--- src/rtl/eeg_fram_seq_if.sv ---
// eeg_fram_seq_if: job, FRAM configuration and per-lane address bundle for the FRAM sequencer
interface eeg_fram_seq_if #(
    parameter int NUM_DW = 4,
    parameter int ADD_AW = 12,
    parameter int CMD_DW = 4,
    parameter int LEN_AW = 12
);
    logic                     JOB_VLD;
    logic                     JOB_RDY;
    logic [CMD_DW-1:0]        JOB_CMD;
    logic                     JOB_FLG;
    logic [ADD_AW-1:0]        JOB_BASE;
    logic [ADD_AW-1:0]        JOB_STRD;
    logic [LEN_AW-1:0]        JOB_LEN;
    logic                     JOB_DONE;
    logic                     JOB_ERR;
    logic                     FRAM_IDLE;
    logic                     CFG_INFO_VLD;
    logic                     CFG_INFO_RDY;
    logic [CMD_DW-1:0]        CFG_INFO_CMD;
    logic                     CFG_FLAG_VLD;
    logic [NUM_DW-1:0]        ADD_VLD;
    logic [NUM_DW-1:0]        ADD_LST;
    logic [NUM_DW-1:0]        ADD_END;
    logic [NUM_DW-1:0]        ADD_RDY;
    logic [NUM_DW*ADD_AW-1:0] ADD_ADD;
    modport master (
        input  JOB_VLD, JOB_CMD, JOB_FLG, JOB_BASE, JOB_STRD, JOB_LEN, FRAM_IDLE, CFG_INFO_RDY, ADD_RDY,
        output JOB_RDY, JOB_DONE, JOB_ERR, CFG_INFO_VLD, CFG_INFO_CMD, CFG_FLAG_VLD, ADD_VLD, ADD_LST, ADD_END, ADD_ADD
    );
    modport slave (
        output JOB_VLD, JOB_CMD, JOB_FLG, JOB_BASE, JOB_STRD, JOB_LEN, FRAM_IDLE, CFG_INFO_RDY, ADD_RDY,
        input  JOB_RDY, JOB_DONE, JOB_ERR, CFG_INFO_VLD, CFG_INFO_CMD, CFG_FLAG_VLD, ADD_VLD, ADD_LST, ADD_END, ADD_ADD
    );
endinterface

--- src/rtl/eeg_fram_seq.sv ---
// eeg_fram_seq: job sequencer that configures the FRAM and streams per-lane addresses
module eeg_fram_seq #(
    parameter int NUM_DW = 4,
    parameter int ADD_AW = 12,
    parameter int CMD_DW = 4,
    parameter int LEN_AW = 12
) (
    input logic            clk,
    input logic            rst_n,
    eeg_fram_seq_if.master bus
);
    localparam logic [2:0] S_IDLE = 3'd0, S_CFG = 3'd1, S_RUN = 3'd2, S_DRAIN = 3'd3, S_DONE = 3'd4;
    localparam logic [CMD_DW-1:0] C_IDLE = CMD_DW'(1), C_ITOF = CMD_DW'(2), C_CONV = CMD_DW'(4), C_OTOF = CMD_DW'(8);
    logic [2:0]        st;
    logic [CMD_DW-1:0] cmd;
    logic              flg, err, done;
    logic [ADD_AW-1:0] base, strd;
    logic [LEN_AW-1:0] len;
    logic [NUM_DW-1:0] vld, lst, aend, vld_nxt;
    logic [ADD_AW-1:0] add [NUM_DW];
    logic [LEN_AW-1:0] cnt [NUM_DW];
    logic              accept, cfg_hs, legal;

    // the DONE pulse is registered, so hold off the next job until it has gone
    assign bus.JOB_RDY      = rst_n && st == S_IDLE && !done;
    assign accept           = bus.JOB_VLD && bus.JOB_RDY;
    assign legal            = bus.JOB_CMD inside {C_ITOF, C_CONV, C_OTOF};
    assign bus.CFG_INFO_VLD = st == S_CFG && bus.FRAM_IDLE;
    assign cfg_hs           = bus.CFG_INFO_VLD && bus.CFG_INFO_RDY;
    assign vld_nxt          = vld & ~(bus.ADD_RDY & lst);
    assign bus.CFG_INFO_CMD = cmd;
    assign bus.CFG_FLAG_VLD = flg;
    assign bus.JOB_DONE     = done;
    assign bus.JOB_ERR      = done && err;
    assign bus.ADD_VLD      = vld;
    assign bus.ADD_LST      = lst;
    assign bus.ADD_END      = aend;

    genvar i;
    for (i = 0; i < NUM_DW; i++) begin : g_add
        assign bus.ADD_ADD[i*ADD_AW +: ADD_AW] = add[i];
    end

    always_ff @(posedge clk or negedge rst_n) begin
        if (!rst_n) begin
            st   <= S_IDLE;
            cmd  <= C_IDLE;
            flg  <= 1'b0;
            err  <= 1'b0;
            done <= 1'b0;
            base <= '0;
            strd <= '0;
            len  <= '0;
        end else begin
            done <= st == S_DONE;
            case (st)
                S_IDLE: if (accept) begin
                    cmd  <= bus.JOB_CMD;
                    flg  <= bus.JOB_FLG;
                    base <= bus.JOB_BASE;
                    strd <= bus.JOB_STRD;
                    len  <= bus.JOB_LEN;
                    err  <= !legal;
                    st   <= legal ? S_CFG : S_DONE;
                end
                S_CFG:   if (cfg_hs) st <= cmd == C_ITOF ? S_DRAIN : S_RUN;
                S_RUN:   if (vld_nxt == '0) st <= S_DRAIN;
                S_DRAIN: if (bus.FRAM_IDLE) st <= S_DONE;
                default: st <= S_IDLE;
            endcase
        end
    end

    // the address register walks BASE + i*STRD + cnt by incrementing, wrapping at ADD_AW bits
    always_ff @(posedge clk or negedge rst_n) begin
        if (!rst_n) begin
            vld  <= '0;
            lst  <= '0;
            aend <= '0;
            for (int k = 0; k < NUM_DW; k++) begin
                add[k] <= '0;
                cnt[k] <= '0;
            end
        end else begin
            for (int k = 0; k < NUM_DW; k++) begin
                if (accept) begin
                    cnt[k] <= '0;
                end else if (cfg_hs && cmd != C_ITOF) begin
                    vld[k]  <= 1'b1;
                    add[k]  <= base + strd * ADD_AW'(k);
                    lst[k]  <= len == '0;
                    aend[k] <= len == '0 && cmd == C_CONV;
                end else if (vld[k] && bus.ADD_RDY[k]) begin
                    cnt[k]  <= cnt[k] + LEN_AW'(1);
                    add[k]  <= add[k] + ADD_AW'(1);
                    vld[k]  <= !lst[k];
                    lst[k]  <= !lst[k] && cnt[k] + LEN_AW'(1) == len;
                    aend[k] <= !lst[k] && cnt[k] + LEN_AW'(1) == len && cmd == C_CONV;
                end
            end
        end
    end
endmodule

--- src/flat_wrapper.sv ---
// flat-port wrapper written by rule: the top's interface ports become plain ports
module eeg_fram_seq_flat 
#(
    parameter int NUM_DW = 4,
    parameter int ADD_AW = 12,
    parameter int CMD_DW = 4,
    parameter int LEN_AW = 12
)
  (clk, rst_n, bus_JOB_VLD, bus_JOB_CMD, bus_JOB_FLG, bus_JOB_BASE, bus_JOB_STRD, bus_JOB_LEN, bus_FRAM_IDLE, bus_CFG_INFO_RDY, bus_ADD_RDY, bus_JOB_RDY, bus_JOB_DONE, bus_JOB_ERR, bus_CFG_INFO_VLD, bus_CFG_INFO_CMD, bus_CFG_FLAG_VLD, bus_ADD_VLD, bus_ADD_LST, bus_ADD_END, bus_ADD_ADD);
  eeg_fram_seq_if #(.NUM_DW(NUM_DW), .ADD_AW(ADD_AW), .CMD_DW(CMD_DW), .LEN_AW(LEN_AW)) bus_i ();
  input logic clk;
  input logic rst_n;
  input wire logic [$bits(bus_i.JOB_VLD)-1:0] bus_JOB_VLD;
  input wire logic [$bits(bus_i.JOB_CMD)-1:0] bus_JOB_CMD;
  input wire logic [$bits(bus_i.JOB_FLG)-1:0] bus_JOB_FLG;
  input wire logic [$bits(bus_i.JOB_BASE)-1:0] bus_JOB_BASE;
  input wire logic [$bits(bus_i.JOB_STRD)-1:0] bus_JOB_STRD;
  input wire logic [$bits(bus_i.JOB_LEN)-1:0] bus_JOB_LEN;
  input wire logic [$bits(bus_i.FRAM_IDLE)-1:0] bus_FRAM_IDLE;
  input wire logic [$bits(bus_i.CFG_INFO_RDY)-1:0] bus_CFG_INFO_RDY;
  input wire logic [$bits(bus_i.ADD_RDY)-1:0] bus_ADD_RDY;
  output wire logic [$bits(bus_i.JOB_RDY)-1:0] bus_JOB_RDY;
  output wire logic [$bits(bus_i.JOB_DONE)-1:0] bus_JOB_DONE;
  output wire logic [$bits(bus_i.JOB_ERR)-1:0] bus_JOB_ERR;
  output wire logic [$bits(bus_i.CFG_INFO_VLD)-1:0] bus_CFG_INFO_VLD;
  output wire logic [$bits(bus_i.CFG_INFO_CMD)-1:0] bus_CFG_INFO_CMD;
  output wire logic [$bits(bus_i.CFG_FLAG_VLD)-1:0] bus_CFG_FLAG_VLD;
  output wire logic [$bits(bus_i.ADD_VLD)-1:0] bus_ADD_VLD;
  output wire logic [$bits(bus_i.ADD_LST)-1:0] bus_ADD_LST;
  output wire logic [$bits(bus_i.ADD_END)-1:0] bus_ADD_END;
  output wire logic [$bits(bus_i.ADD_ADD)-1:0] bus_ADD_ADD;
  assign bus_i.JOB_VLD = bus_JOB_VLD;
  assign bus_i.JOB_CMD = bus_JOB_CMD;
  assign bus_i.JOB_FLG = bus_JOB_FLG;
  assign bus_i.JOB_BASE = bus_JOB_BASE;
  assign bus_i.JOB_STRD = bus_JOB_STRD;
  assign bus_i.JOB_LEN = bus_JOB_LEN;
  assign bus_i.FRAM_IDLE = bus_FRAM_IDLE;
  assign bus_i.CFG_INFO_RDY = bus_CFG_INFO_RDY;
  assign bus_i.ADD_RDY = bus_ADD_RDY;
  assign bus_JOB_RDY = bus_i.JOB_RDY;
  assign bus_JOB_DONE = bus_i.JOB_DONE;
  assign bus_JOB_ERR = bus_i.JOB_ERR;
  assign bus_CFG_INFO_VLD = bus_i.CFG_INFO_VLD;
  assign bus_CFG_INFO_CMD = bus_i.CFG_INFO_CMD;
  assign bus_CFG_FLAG_VLD = bus_i.CFG_FLAG_VLD;
  assign bus_ADD_VLD = bus_i.ADD_VLD;
  assign bus_ADD_LST = bus_i.ADD_LST;
  assign bus_ADD_END = bus_i.ADD_END;
  assign bus_ADD_ADD = bus_i.ADD_ADD;
  eeg_fram_seq #(.NUM_DW(NUM_DW), .ADD_AW(ADD_AW), .CMD_DW(CMD_DW), .LEN_AW(LEN_AW)) u_core (.clk(clk), .rst_n(rst_n), .bus(bus_i));
endmodule
--- config.mk ---
export PLATFORM = sky130hd
export DESIGN_NAME = eeg_fram_seq_flat
export DESIGN_NICKNAME = d
export VERILOG_FILES = /design/src/rtl/eeg_fram_seq_if.sv /design/src/rtl/eeg_fram_seq.sv /design/src/flat_wrapper.sv
export SDC_FILE = /design/constraint.sdc
export NUM_CORES = 1
export LEC_CHECK = 0
export ABC_AREA = 1
export CORE_MARGIN = 8
export CORE_UTILIZATION = 45
export DETAILED_ROUTE_END_ITERATION = 8
export PLACE_DENSITY_LB_ADDON = 0.3
export SYNTH_ARGS = -nofsm -noshare
export SYNTH_HDL_FRONTEND = slang
export SYNTH_SLANG_ARGS = --single-unit
--- constraint.sdc ---
create_clock -name clk -period 3.5 [get_ports clk]
set_clock_uncertainty 0.05 [all_clocks]
set_input_delay 0.7 -clock clk [delete_from_list [all_inputs] [get_ports clk]]
set_output_delay 0.7 -clock clk [all_outputs]
set_load 0.02 [all_outputs]
==> results.toml <==
[status]
status = "complete, no violations"

[synth]
ys_seq_area_share_pct = 36.3
synth_top_area_cell = "dfrtp_1"
ys_top_cells_by_count = "nand2_1 (451), inv_1 (165), dfrtp_1 (153)"
syn-num-nets = 1587
syn-cell-area_mm2 = 0.0106
yosysMostFrequentCell = "nand2_1"
syn_inst = 1485
synthArstFlopShare_pct = 100
ys_seq_elements = 154
synth_cell_types = 50
synth.avg_cell_area_um2 = 7.15
yosys_warnings = 0
yosys-top-cells-area = "dfrtp_1 (36%), nand2_1 (16%), nand3_1 (5.8%)"
dominantRegCellSynth = "dfrtp_1"
netlist.area_leader.share_pct = 36.1
synth_edf_count = 0

[floorplan]
die_x_um = 170
ioPinCount = 119
die_h_um = 170
placementRows = 56
die-area_mm2 = 0.0288
core_area_mm2 = 0.0233
start_util_pct = 45.5

[place]
numPortBuffers = 118
pre_cts_slack_ns = 0.597
hpwl_um = 23900
place_congestion = 0.930

[grt]
grt_remaining_overflow = 0
antenna_found_initial = 0
grt_max_degree = 72
grt_pass1_wl_um = 52600
grt_use_total_pct = 22.8
grt_pass1_vias = 10021

[sta]
finalWorstSetupSlack_ns = 0.639
finalHoldViolCount = 0
rsz0062_at_grt = "no"
setup_tns_ns = 0
relSlewSlack_pct = 35.9
slew_violations = 0
setup_viol = 0
fin_crit_sh_pct = 81.7
post-route-min-period_ns = 2.86
worst_pin_slew_ns = 0.961
fmax_mhz = 350

[setup_path]
reg2regPathDepth = 15
r2r-start = "u_core.strd[1]"
worstPathMaxFanout = 6
startpoint_type = "flip-flop"
ff2ff_setup_slack_ns = 0.64
path_class = "reg -> reg"
crit_path_end_kind = "flip-flop"
required_ns = 3.81
worstPathArrival_ns = 3.17
reg2reg_to = "u_core.bus.ADD_ADD[47]"

[routing]
ant_nets = 0
via_per_inst = 5.48
firstDrtPassIters = 6
num_vias = 10552
drtIter0Drc = 1106
routed_wl_um = 32400
wl_per_cell_um = 16.8
drc = 0

[power]
leakage_uw = 0.00601
power.density_mw_per_mm2 = 928
ir_drop_v = 0.000570
totalPowerFinal_uw = 11800

[final_layout]
fin_nets = 1696
drive_above_1_share_pct = 5.23
diodes = 0
syn_to_final_growth_pct = 19.5
fill_cells = 2181

[clocking]
cts_buffers = 17
tritoncts = "done"
htreeDepth = 4
clock-root-buffer = "clkbuf_16"
cts.sinks = 154
post_cts_buffers = 0
cts_resized = 0
hold_buffers = 0
path_clk_slew_ns = 0.07
clockBufferDepth = 2
clock_latency_ns = 0.43

[job]
drv_cap = 0

[worst_hold_path]
hold_path.class = "in -> async"
==> cells by family after synthesis <==
kind of cell / Yosys count / share of synthesized area [%]
buffers and inverters: 216 / 8.43
AOI/OAI and AO/OA: 261 / 14.1
xor gates and xnor gates: 36 / 3.36
DFF: 154 / 36.3
adders and majority gates: 52 / 7.05
and+or+nand+nor: 766 / 30.8
==> how the worst max path moves through the flow <==
| stage | startpoint | end | depth (start not counted) |
|---|---|---|---|
| 2_1_floorplan | u_core.strd[1] | u_core.bus.ADD_ADD[47] | 15 |
| 3_3_place_gp | bus_FRAM_IDLE | u_core.bus.ADD_END[1] | 8 |
| 3_5_place_dp | bus_FRAM_IDLE | u_core.cnt[34] | 8 |
| 4_1_cts | u_core.strd[1] | u_core.bus.ADD_ADD[47] | 15 |
| 5_1_grt | u_core.strd[1] | u_core.bus.ADD_ADD[47] | 15 |
| 6_report | u_core.strd[1] | u_core.bus.ADD_ADD[47] | 15 |
==> where the power goes <==
part	internal [µW]	leakage (µW)	switching [µW]
sequential	2390	0.00194	1100
clock	1200	0.000299	810
combinational	2440	0.00377	3840
total	6030	0.00601	5750
==> through the flow <==
| step | utilization (%) | hold slack [ns] | instance area (µm²) | instances |
|---|---|---|---|---|
| 6_report | 54.4 | 0.0538 | 12700 | 1926 |
| 5_1_grt | 54.4 | 0.0566 | 12700 | 1926 |
| 4_1_cts | 54.4 | 0.0605 | 12700 | 1926 |
| 3_5_place_dp | 51.7 | 0.420 | 12100 | 1894 |
| 3_3_place_gp | 51.7 | 0.416 | 12100 | 1894 |
| 2_1_floorplan | - | 0.354 | 10600 | 1485 |
==> routing by layer <==
| metal | vias to the layer above | part of all wire, % | GRT usage (%) |
|---|---|---|---|
| met3 | 53 | 6.8 | 4.79 |
| li1 | 5126 | - | - |
| met4 | 0 | 2.5 | 6.54 |
| met5 | - | 0 | 0 |
| met1 | 5015 | 44 | 29.7 |
| met2 | 358 | 47 | 37.7 |
==> worst max-delay path, stage by stage (launching register included) <==
cell and delay (ns):
dfrtp_1 0.50, fa_1 0.56, ha_1 0.20, inv_1 0.07, fa_1 0.38, inv_1 0.08, nand3_1 0.07, nand2_1 0.11
a21oi_1 0.07, inv_1 0.09, nand3_1 0.09, o21ai_0 0.22, nor2_1 0.06, nor2_1 0.08, nand2_1 0.05, a21oi_1 0.12
==> sequential cells by signal, summed over array words and instances, names as in the netlist, 3 cells and up <==
register / cells
u_core.st: 3
u_core.bus.ADD_VLD: 4
u_core.base: 12
u_core.cnt: 48
u_core.bus.ADD_ADD: 48
u_core.bus.ADD_LST: 4
u_core.bus.ADD_END: 4
u_core.strd: 12
u_core.bus.CFG_INFO_CMD: 4
u_core.len: 12
==> layout by cell type (no fill, tap or decap), drive strengths merged, types with 3 or more instances in the layout <==
master	instances
ha	39
clkbuf	19
fa	13
o22ai	35
xor2	22
nand2	461
nand3	125
a31oi	10
nor3	18
a21oi	53
a22oi	4
nor4	5
xnor2	11
bufinv	4
xnor3	3
o21bai	6
a211oi	9
nor2	125
clkdlybuf4s50	117
nand4	26
o21ai	125
buf	10
o211ai	10
or2	3
clkinv	4
dfrtp	153
inv	182
==> layout make-up <==
class	instances	area, µm²	share of cell area, %
multi-input combinational	1115	5860	46.2
sequential	154	3850	30.4
timing repair buffer	127	1270	10.1
inverter	179	672	5.30
clock buffer	19	433	3.41
tap	319	399	3.15
clock inverter	13	189	1.49
Note: power is estimated with default switching activity, not from simulation.
